--- src/rtl/seq_pkg.sv ---
`default_nettype none
// ============================================================================
// Module      : seq_pkg
// Description : Shared types and widths for the sequence responder: the
//               responder state encoding, the cycle-counter width and the
//               statistics-counter width.
// Revision    : 1.0 - initial release
// ============================================================================
package seq_pkg;

    // Width of every run/delay/drive counter; wide enough for 16 without wrap.
    localparam int c_cnt_w   = 5;
    // Width of the optional statistics counters.
    localparam int c_stats_w = 16;

    typedef enum logic [1:0] {
        IDLE  = 2'd0,
        WAIT  = 2'd1,
        DRIVE = 2'd2
    } seq_state_t;

endpackage
`default_nettype wire

--- src/rtl/seq_cnt.sv ---
`default_nettype none
// ============================================================================
// Module      : seq_cnt
// Description : Small cycle counter with synchronous load, saturating
//               decrement (never wraps below zero) and a zero flag.
// Ports       : clk      - clock, rising edge
//               rst      - asynchronous active-high reset, clears the count
//               load     - load load_val (takes priority over dec)
//               load_val - value to load
//               dec      - decrement by one, holds at zero
//               cnt      - current count
//               zero     - high when cnt is zero
// Revision    : 1.0 - initial release
// ============================================================================
module seq_cnt
    import seq_pkg::*;
(
    input  logic               clk,
    input  logic               rst,
    input  logic               load,
    input  logic [c_cnt_w-1:0] load_val,
    input  logic               dec,
    output logic [c_cnt_w-1:0] cnt,
    output logic               zero
);

    localparam logic [c_cnt_w-1:0] c_one = c_cnt_w'(1);

    logic [c_cnt_w-1:0] r_cnt;

    always_ff @(posedge clk or posedge rst) begin
        if (rst) begin
            r_cnt <= '0;
        end else if (load) begin
            r_cnt <= load_val;
        end else if (dec && (r_cnt != '0)) begin
            r_cnt <= r_cnt - c_one;
        end
    end

    assign cnt  = r_cnt;
    assign zero = (r_cnt == '0);

endmodule
`default_nettype wire

--- src/rtl/seq_responder.sv ---
`default_nettype none
// ============================================================================
// Module      : seq_responder
// Description : Watches trig for ANT_LEN consecutive high samples while idle
//               (a match), then after DELAY edges drives ce high for CONS_LEN
//               consecutive sampled cycles. trig is ignored while a response
//               is pending or being driven.
// Parameters  : ANT_LEN  (1..16) consecutive high trig samples for a match
//               CONS_LEN (1..16) cycles ce is sampled high per response
//               DELAY    (1..16) edges from match to first ce-high sample
// Ports       : clk  - clock, rising edge
//               rst  - asynchronous active-high reset
//               trig - antecedent input
//               ce   - registered response output
//               busy - registered, high while in WAIT or DRIVE
//               match_cnt, drop_cnt - saturating statistics (optional)
// Options     : SEQ_RESPONDER_STATS_EN adds match_cnt / drop_cnt outputs.
// Revision    : 1.0 - initial release
// ============================================================================
module seq_responder
    import seq_pkg::*;
#(
    parameter int ANT_LEN  = 2,
    parameter int CONS_LEN = 2,
    parameter int DELAY    = 1
) (
    input  logic                 clk,
    input  logic                 rst,
    input  logic                 trig,
    output logic                 ce,
    output logic                 busy
`ifdef SEQ_RESPONDER_STATS_EN
    ,
    output logic [c_stats_w-1:0] match_cnt,
    output logic [c_stats_w-1:0] drop_cnt
`endif
);

    localparam logic [c_cnt_w-1:0] c_one       = c_cnt_w'(1);
    localparam logic [c_cnt_w-1:0] c_ant_last  = c_cnt_w'(ANT_LEN - 1);
    localparam logic [c_cnt_w-1:0] c_cons_last = c_cnt_w'(CONS_LEN - 1);
    // The match edge itself is the first of DELAY edges and the edge that
    // enters DRIVE is the last, so WAIT holds for DELAY-2 further edges.
    localparam logic [c_cnt_w-1:0] c_wait_load = c_cnt_w'((DELAY > 1) ? (DELAY - 2) : 0);
    localparam bit                 c_direct    = (DELAY == 1);

    seq_state_t r_state;
    logic       r_ce;
    logic       r_busy;

    logic [c_cnt_w-1:0] w_run_cnt;
    logic [c_cnt_w-1:0] w_run_next;
    logic [c_cnt_w-1:0] w_dly_cnt;
    logic [c_cnt_w-1:0] w_drv_cnt;
    logic               w_run_zero;
    logic               w_dly_zero;
    logic               w_drv_zero;
    logic               w_at_thresh;
    logic               w_match;
    logic               w_drv_load;
    logic               w_unused;

    assign w_at_thresh = (w_run_cnt == c_ant_last);
    assign w_match     = (r_state == IDLE) && trig && w_at_thresh;

    // The run counter reloads every edge: it grows on high trig in IDLE and
    // is cleared on a low sample, on a match and whenever not idle.
    assign w_run_next  = ((r_state == IDLE) && trig && !w_match) ? (w_run_cnt + c_one) : '0;

    assign w_drv_load  = (w_match && c_direct) || ((r_state == WAIT) && w_dly_zero);

    seq_cnt u_run (
        .clk      (clk),
        .rst      (rst),
        .load     (1'b1),
        .load_val (w_run_next),
        .dec      (1'b0),
        .cnt      (w_run_cnt),
        .zero     (w_run_zero)
    );

    seq_cnt u_dly (
        .clk      (clk),
        .rst      (rst),
        .load     (w_match),
        .load_val (c_wait_load),
        .dec      (r_state == WAIT),
        .cnt      (w_dly_cnt),
        .zero     (w_dly_zero)
    );

    seq_cnt u_drv (
        .clk      (clk),
        .rst      (rst),
        .load     (w_drv_load),
        .load_val (c_cons_last),
        .dec      (r_state == DRIVE),
        .cnt      (w_drv_cnt),
        .zero     (w_drv_zero)
    );

    // Counter values that only feed the zero flags.
    assign w_unused = ^{w_run_zero, w_dly_cnt, w_drv_cnt};

    always_ff @(posedge clk or posedge rst) begin
        if (rst) begin
            r_state <= IDLE;
            r_ce    <= 1'b0;
            r_busy  <= 1'b0;
        end else begin
            case (r_state)
                IDLE: begin
                    if (w_match) begin
                        r_busy <= 1'b1;
                        if (c_direct) begin
                            r_state <= DRIVE;
                            r_ce    <= 1'b1;
                        end else begin
                            r_state <= WAIT;
                        end
                    end
                end
                WAIT: begin
                    if (w_dly_zero) begin
                        r_state <= DRIVE;
                        r_ce    <= 1'b1;
                    end
                end
                DRIVE: begin
                    // Leave on the edge where ce is sampled high for the last time.
                    if (w_drv_zero) begin
                        r_state <= IDLE;
                        r_ce    <= 1'b0;
                        r_busy  <= 1'b0;
                    end
                end
                default: begin
                    r_state <= IDLE;
                    r_ce    <= 1'b0;
                    r_busy  <= 1'b0;
                end
            endcase
        end
    end

    assign ce   = r_ce;
    assign busy = r_busy;

`ifdef SEQ_RESPONDER_STATS_EN
    localparam logic [c_stats_w-1:0] c_stats_one = c_stats_w'(1);

    logic [c_stats_w-1:0] r_match_cnt;
    logic [c_stats_w-1:0] r_drop_cnt;
    logic                 w_drop;

    assign w_drop = (r_state != IDLE) && trig && w_at_thresh;

    always_ff @(posedge clk or posedge rst) begin
        if (rst) begin
            r_match_cnt <= '0;
            r_drop_cnt  <= '0;
        end else begin
            if (w_match && (r_match_cnt != '1)) begin
                r_match_cnt <= r_match_cnt + c_stats_one;
            end
            if (w_drop && (r_drop_cnt != '1)) begin
                r_drop_cnt <= r_drop_cnt + c_stats_one;
            end
        end
    end

    assign match_cnt = r_match_cnt;
    assign drop_cnt  = r_drop_cnt;
`endif

endmodule
`default_nettype wire

--- config.mk ---
export PLATFORM = sky130hd
export DESIGN_NAME = seq_responder
export DESIGN_NICKNAME = d
export VERILOG_FILES = /design/src/rtl/seq_pkg.sv /design/src/rtl/seq_cnt.sv /design/src/rtl/seq_responder.sv
export SDC_FILE = /design/constraint.sdc
export NUM_CORES = 1
export LEC_CHECK = 0
export ABC_AREA = 1
export ABC_CLOCK_PERIOD_IN_PS = 1300
export CORE_ASPECT_RATIO = 0.9
export CORE_MARGIN = 1
export CORE_UTILIZATION = 52
export CTS_BUF_LIST = sky130_fd_sc_hd__clkbuf_16
export DETAILED_ROUTE_END_ITERATION = 6
export PLACE_DENSITY = 0.73
export SYNTH_ARGS = -nofsm -noshare
export SYNTH_HDL_FRONTEND = slang
export SYNTH_HIERARCHICAL = 1
export SYNTH_SLANG_ARGS = --single-unit
--- constraint.sdc ---
create_clock -name clk -period 1.3 [get_ports clk]
set_input_delay 0.26 -clock clk [delete_from_list [all_inputs] [get_ports clk]]
set_output_delay 0.26 -clock clk [all_outputs]
set_load 0.005 [all_outputs]
---- Word level (Yosys, flattened, before mapping) ----
Cells that the tools add are included.
Widths: inputs -> output; s select.
cells by class
  add/sub/neg operators ................... 3
  eq/ne operators ......................... 6
  mux-type cells .......................... 14
  bitwise operators ....................... 1
  reductions and logical operators ........ 17
operator list
  kind                 count
  $mux 5               5
  $logic_not 5->1      2
  $reduce_bool 5->1    2
  $sub 5x1->5 const B  2
  $logic_and 1x1->1    6
  $mux 2               3
  $ne 2x2->1 const B   3
  $pmux 1 s3           2
  $pmux 2 s3           1
  $reduce_and 3->1     2
  $add 5x1->5 const B  1
  $eq 5x1->1 const B   1
  $reduce_bool 2->1    2
  $mux 1               3
  $eq 2x1->1 const B   1
  $eq 2x2->1 const B   1
  $logic_not 2->1      1
  $logic_not 1->1      1
  $logic_or 1x1->1     1
  $not 1->1            1
word-level totals
  register bits after elaboration ......... 19
  bits of input ports ..................... 3
  output and inout port bits .............. 2
  logic and storage cells ................. 47

---- Depth between registers and ports, before layout ----
  depth in word-level cells ............... 6
  gate-level depth with buffers ........... 11
  mapped depth without buffers ............ 11

---- Hierarchy ----
Netlist, hierarchy kept.
modules (own cells, without submodules)
  module         instances  cells an instance  area each (sq um)
  seq_cnt        2          49                 345.3
  seq_responder  1          36                 198.9

---- Worst setup path before layout ----
Ideal clock, no wire load.
  path kind ............................... register -> register
  start point ............................. register u_run.r_cnt[1], in the netlist u_run/cnt[1]
  end point ............................... register u_drv.r_cnt[2], in the netlist u_drv/cnt[2]
  data arrival time ....................... 1.282 ns
  slack ................................... -0.098 ns
  cell stages (with the launch flop) ...... 12
  buffers on the path ..................... 0
  period minus slack after synthesis ...... 1.398 ns
  cell sequence ........................... dfrtp_1 inv_1 ha_1 inv_1 nor2_2 nand3_1 inv_1 inv_2 o21ai_0 nand2_1 nand2_1 nand2_1
between the ends
  longest elaborated chain between the ends .. 4
RTL lines
  item                                                line                 source
  from (decl)                                         seq_cnt.sv:29        logic [c_cnt_w-1:0] r_cnt;
  from (signal assigned)                              seq_cnt.sv:35        r_cnt <= load_val;
  from (signal assigned)                              seq_cnt.sv:37        r_cnt <= r_cnt - c_one;
  $eq 5x1->1 (*)                                      seq_responder.sv:63  assign w_at_thresh = (w_run_cnt == c_ant_last);
  $logic_and 1x1->1 (*)                               seq_responder.sv:64  assign w_match = (r_state == IDLE) && trig && w_at_thresh;
  $logic_or 1x1->1 (*)                                seq_responder.sv:70  assign w_drv_load = (w_match && c_direct) || ((r_state == WAIT) && w_dly_zero);
  via w_drv_load                                      seq_responder.sv:60  logic w_drv_load;
  $mux 5 / $reduce_bool 2->1 (equally long branches)  -
  to (signal assigned)                                seq_cnt.sv:35
  to (signal assigned)                                seq_cnt.sv:37
  to (decl)                                           seq_cnt.sv:29
The timed path passes the listed nets; every way through them passes the cells marked *.
A chain may end at the register's enable or synchronous reset.

---- Final worst setup path ----
  start point ............................. register u_run.r_cnt[1], in the netlist u_run/cnt[1]
  end point ............................... register u_run.r_cnt[3], in the netlist u_run/cnt[3]
between the ends
  longest elaborated chain between the ends .. 5
RTL lines
  item                                                                 line                 source
  parallel branches: the longest is 4 deep, another holds $add 5x1->5  -
  $mux 5 (*)                                                           seq_responder.sv:68  assign w_run_next = ((r_state == IDLE) && trig && !w_match) ? (w_run_cnt + c_one) : '0;
  via w_run_next[3]                                                    seq_responder.sv:52  logic [c_cnt_w-1:0] w_run_next;
Mark *: on every way through the listed nets, which the timed path passes.

==> results_dict.tcl <==
set metrics [dict create \
    hold_viol_final 0 \
    wl_um 2210 \
    place_ws_ns -0.266 \
    ant_nets 0 \
    finalCriticalPeriod_ns 1.39 \
    holdBufCountCts 0 \
    critPathLaunch "u_run/cnt[1]$_DFFE_PP0P_" \
    grt_antenna_before_repair 0 \
    cp-start-kind "flop" \
    status "complete, but fails checks" \
    detailed_place.area_um2 1060 \
    finalMaxSlewViolations 0 \
    die_area_um2 1870 \
    violations "negative setup slack" \
    hold_path.class "in2async" \
    path_max_fanout 5 \
    p_leak_nw 0.677 \
    num_vias 883 \
    max-cap-violations 0 \
    cp_slowest_cell "dfrtp_1" \
    min_period_over_period_pct 107 \
    clock-sinks 11 \
    worstRegToRegCells 10 \
    finalClockSkew_ns 0.00145 \
    hold-worst-slack_ns 0.239 \
    end_kind "flop" \
    cts_root_buffer "clkbuf_16" \
    drive_gt1_share_pct 30.7 \
    clockBufferDepth 2 \
    nets 174 \
    grtUsageTotal_pct 23.6 \
    setup_slack_ns -0.0891 \
    syn_area_per_cell_um2 6.66 \
    dp_hpwl_um 1390 \
    pin_count 5 \
    cts_tree "done" \
    crit_path_frequent_cell "nor2_4" \
    final_cell_area_um2 1280 \
    finalSetupTns_ns -0.299 \
    wl_per_cell_um 11.7 \
    rows 13 \
    crit_chain "inv_1, ha_2, inv_2, nor2_4, nand2_2, nand2_4, buf_4, nor2_4, nand2_1, nand3_1" \
    vias_per_cell 4.70 \
    drc 0 \
    die_h_um 41.2 \
    htreeDepth 1 \
    core_area_um2 1510 \
    fmax_ghz 0.720 \
    n_antenna_cell 0 \
    r2r_slack_ns -0.09 \
    r2r_start "u_run/cnt[1]$_DFFE_PP0P_" \
    drt-initial-drc-count 38 \
    cpPeakStageDelay_ns 0.37 \
    worstPathRequired_ns 1.42 \
    yosysWarnings 6 \
    drt_pass1_iterations 4 \
    clkTransAtPathRegs_ns 0.04 \
    fp.dieW_um 45.5 \
    netlist_area_um2 886 \
    cts_buffers 3 \
    grt_pass1_vias 711 \
    gp_congestion 0.718 \
    fill_cells 93 \
    arrival_ns 1.51 \
    r2r-end "u_run/cnt[3]$_DFFE_PP0P_" \
    area_growth_pct 44.1 \
    layoutNonFillerInstCount 188 \
    clkLatencyLatePin_ns 0.23 \
    setup_viol 6 \
    path_class "reg2reg" \
    powerDensity_nw_per_um2 2390 \
    port_buffers 4 \
    start_util_pct 58.6 \
    grt_pass1_wl_um 2900 \
    post-place-cells 179 \
    synthCells 133 \
    rsz0062_at_grt "true" \
    peakVddDrop_v 0.00153 \
    grt_max_degree 11 \
    grt_remaining_overflow 0 \
]
==> sequential cells by signal, summed over array words and instances, names as in the netlist <==
| register | count |
|---|---|
| u_drv/cnt | 5 |
| u_run/cnt | 5 |
| ce | 1 |
==> cell usage in the layout (no fill, tap or decap) <==
cell type,instances
nand2_1,32
inv_1,24
conb_1,15
buf_4,13
nand3_1,12
dfrtp_1,11
nor2_1,9
o21ai_2,6
nand3_2,6
nor2_2,4
nand2_4,4
nor2_4,3
nand2_2,3
ha_2,3
clkbuf_16,3
o21ai_1,3
inv_2,2
nand4_1,2
inv_8,2
clkdlybuf4s50_1,2
nand3_4,1
xnor2_1,1
clkdlybuf4s15_1,1
dlygate4sd2_1,1
nand2_8,1
o21ai_0,1
ha_1,1
==> worst max-delay path by stage <==
stage                                to  slack (ns)  cells past startpoint
2_1_floorplan  u_drv/cnt[2]$_DFFE_PP0P_       -0.03                     11
3_3_place_gp   u_drv/cnt[2]$_DFFE_PP0P_       -0.23                     10
3_5_place_dp   u_drv/cnt[2]$_DFFE_PP0P_       -0.27                     10
4_1_cts        u_drv/cnt[2]$_DFFE_PP0P_       -0.04                     11
5_1_grt        u_drv/cnt[2]$_DFFE_PP0P_       -0.15                     11
6_report       u_run/cnt[3]$_DFFE_PP0P_       -0.09                     10
==> worst max-delay path: cells and delay by family, from the launching register on <==
family / cells / cell delay, ns
simple gates: 6 / 0.50
buf+inv: 3 / 0.24
fa+ha+maj: 1 / 0.16
flops: 1 / 0.37
==> final cells by class <==
class	instances	area, um^2	share of cell area, %
Clock buffer	3	75.1	5.88
Clock inverter	1	3.75	0.294
Inverter	27	116	9.12
Multi-Input combinational cell	107	642	50.3
Sequential cell	11	275	21.6
Tap cell	22	27.5	2.16
Timing Repair Buffer	17	136	10.7
==> routing by layer <==
layer	share of wire [%]	vias up	track usage, %
li1	-	460	-
met5	0	-	0
met3	5.0	6	5.29
met4	1.6	0	9.09
met1	43	386	28.4
met2	50	31	41.4
==> where the power goes <==
group	internal, mW	switching [mW]
Clock	0.404	0.149
Sequential	0.489	0.114
Combinational	0.789	1.11
==> per-stage QoR <==
stage | power, mW | utilization, %
after floorplan | 1.67 | -
after global placement | 2.05 | 70.4
after detailed placement | 2.09 | 70.4
after CTS | 2.72 | 78.4
after global routing | 3.27 | 84.4
final | 3.06 | 84.4
==> repair_timing <==
| action | CTS | global route |
|---|---|---|
| pin swaps | 4 | 14 |
| endpoints found under the setup margin | 9 | 10 |
| buffers inserted | 3 | 2 |
| resized for setup | 9 | 24 |
Note: power is estimated with default switching activity, not from simulation.
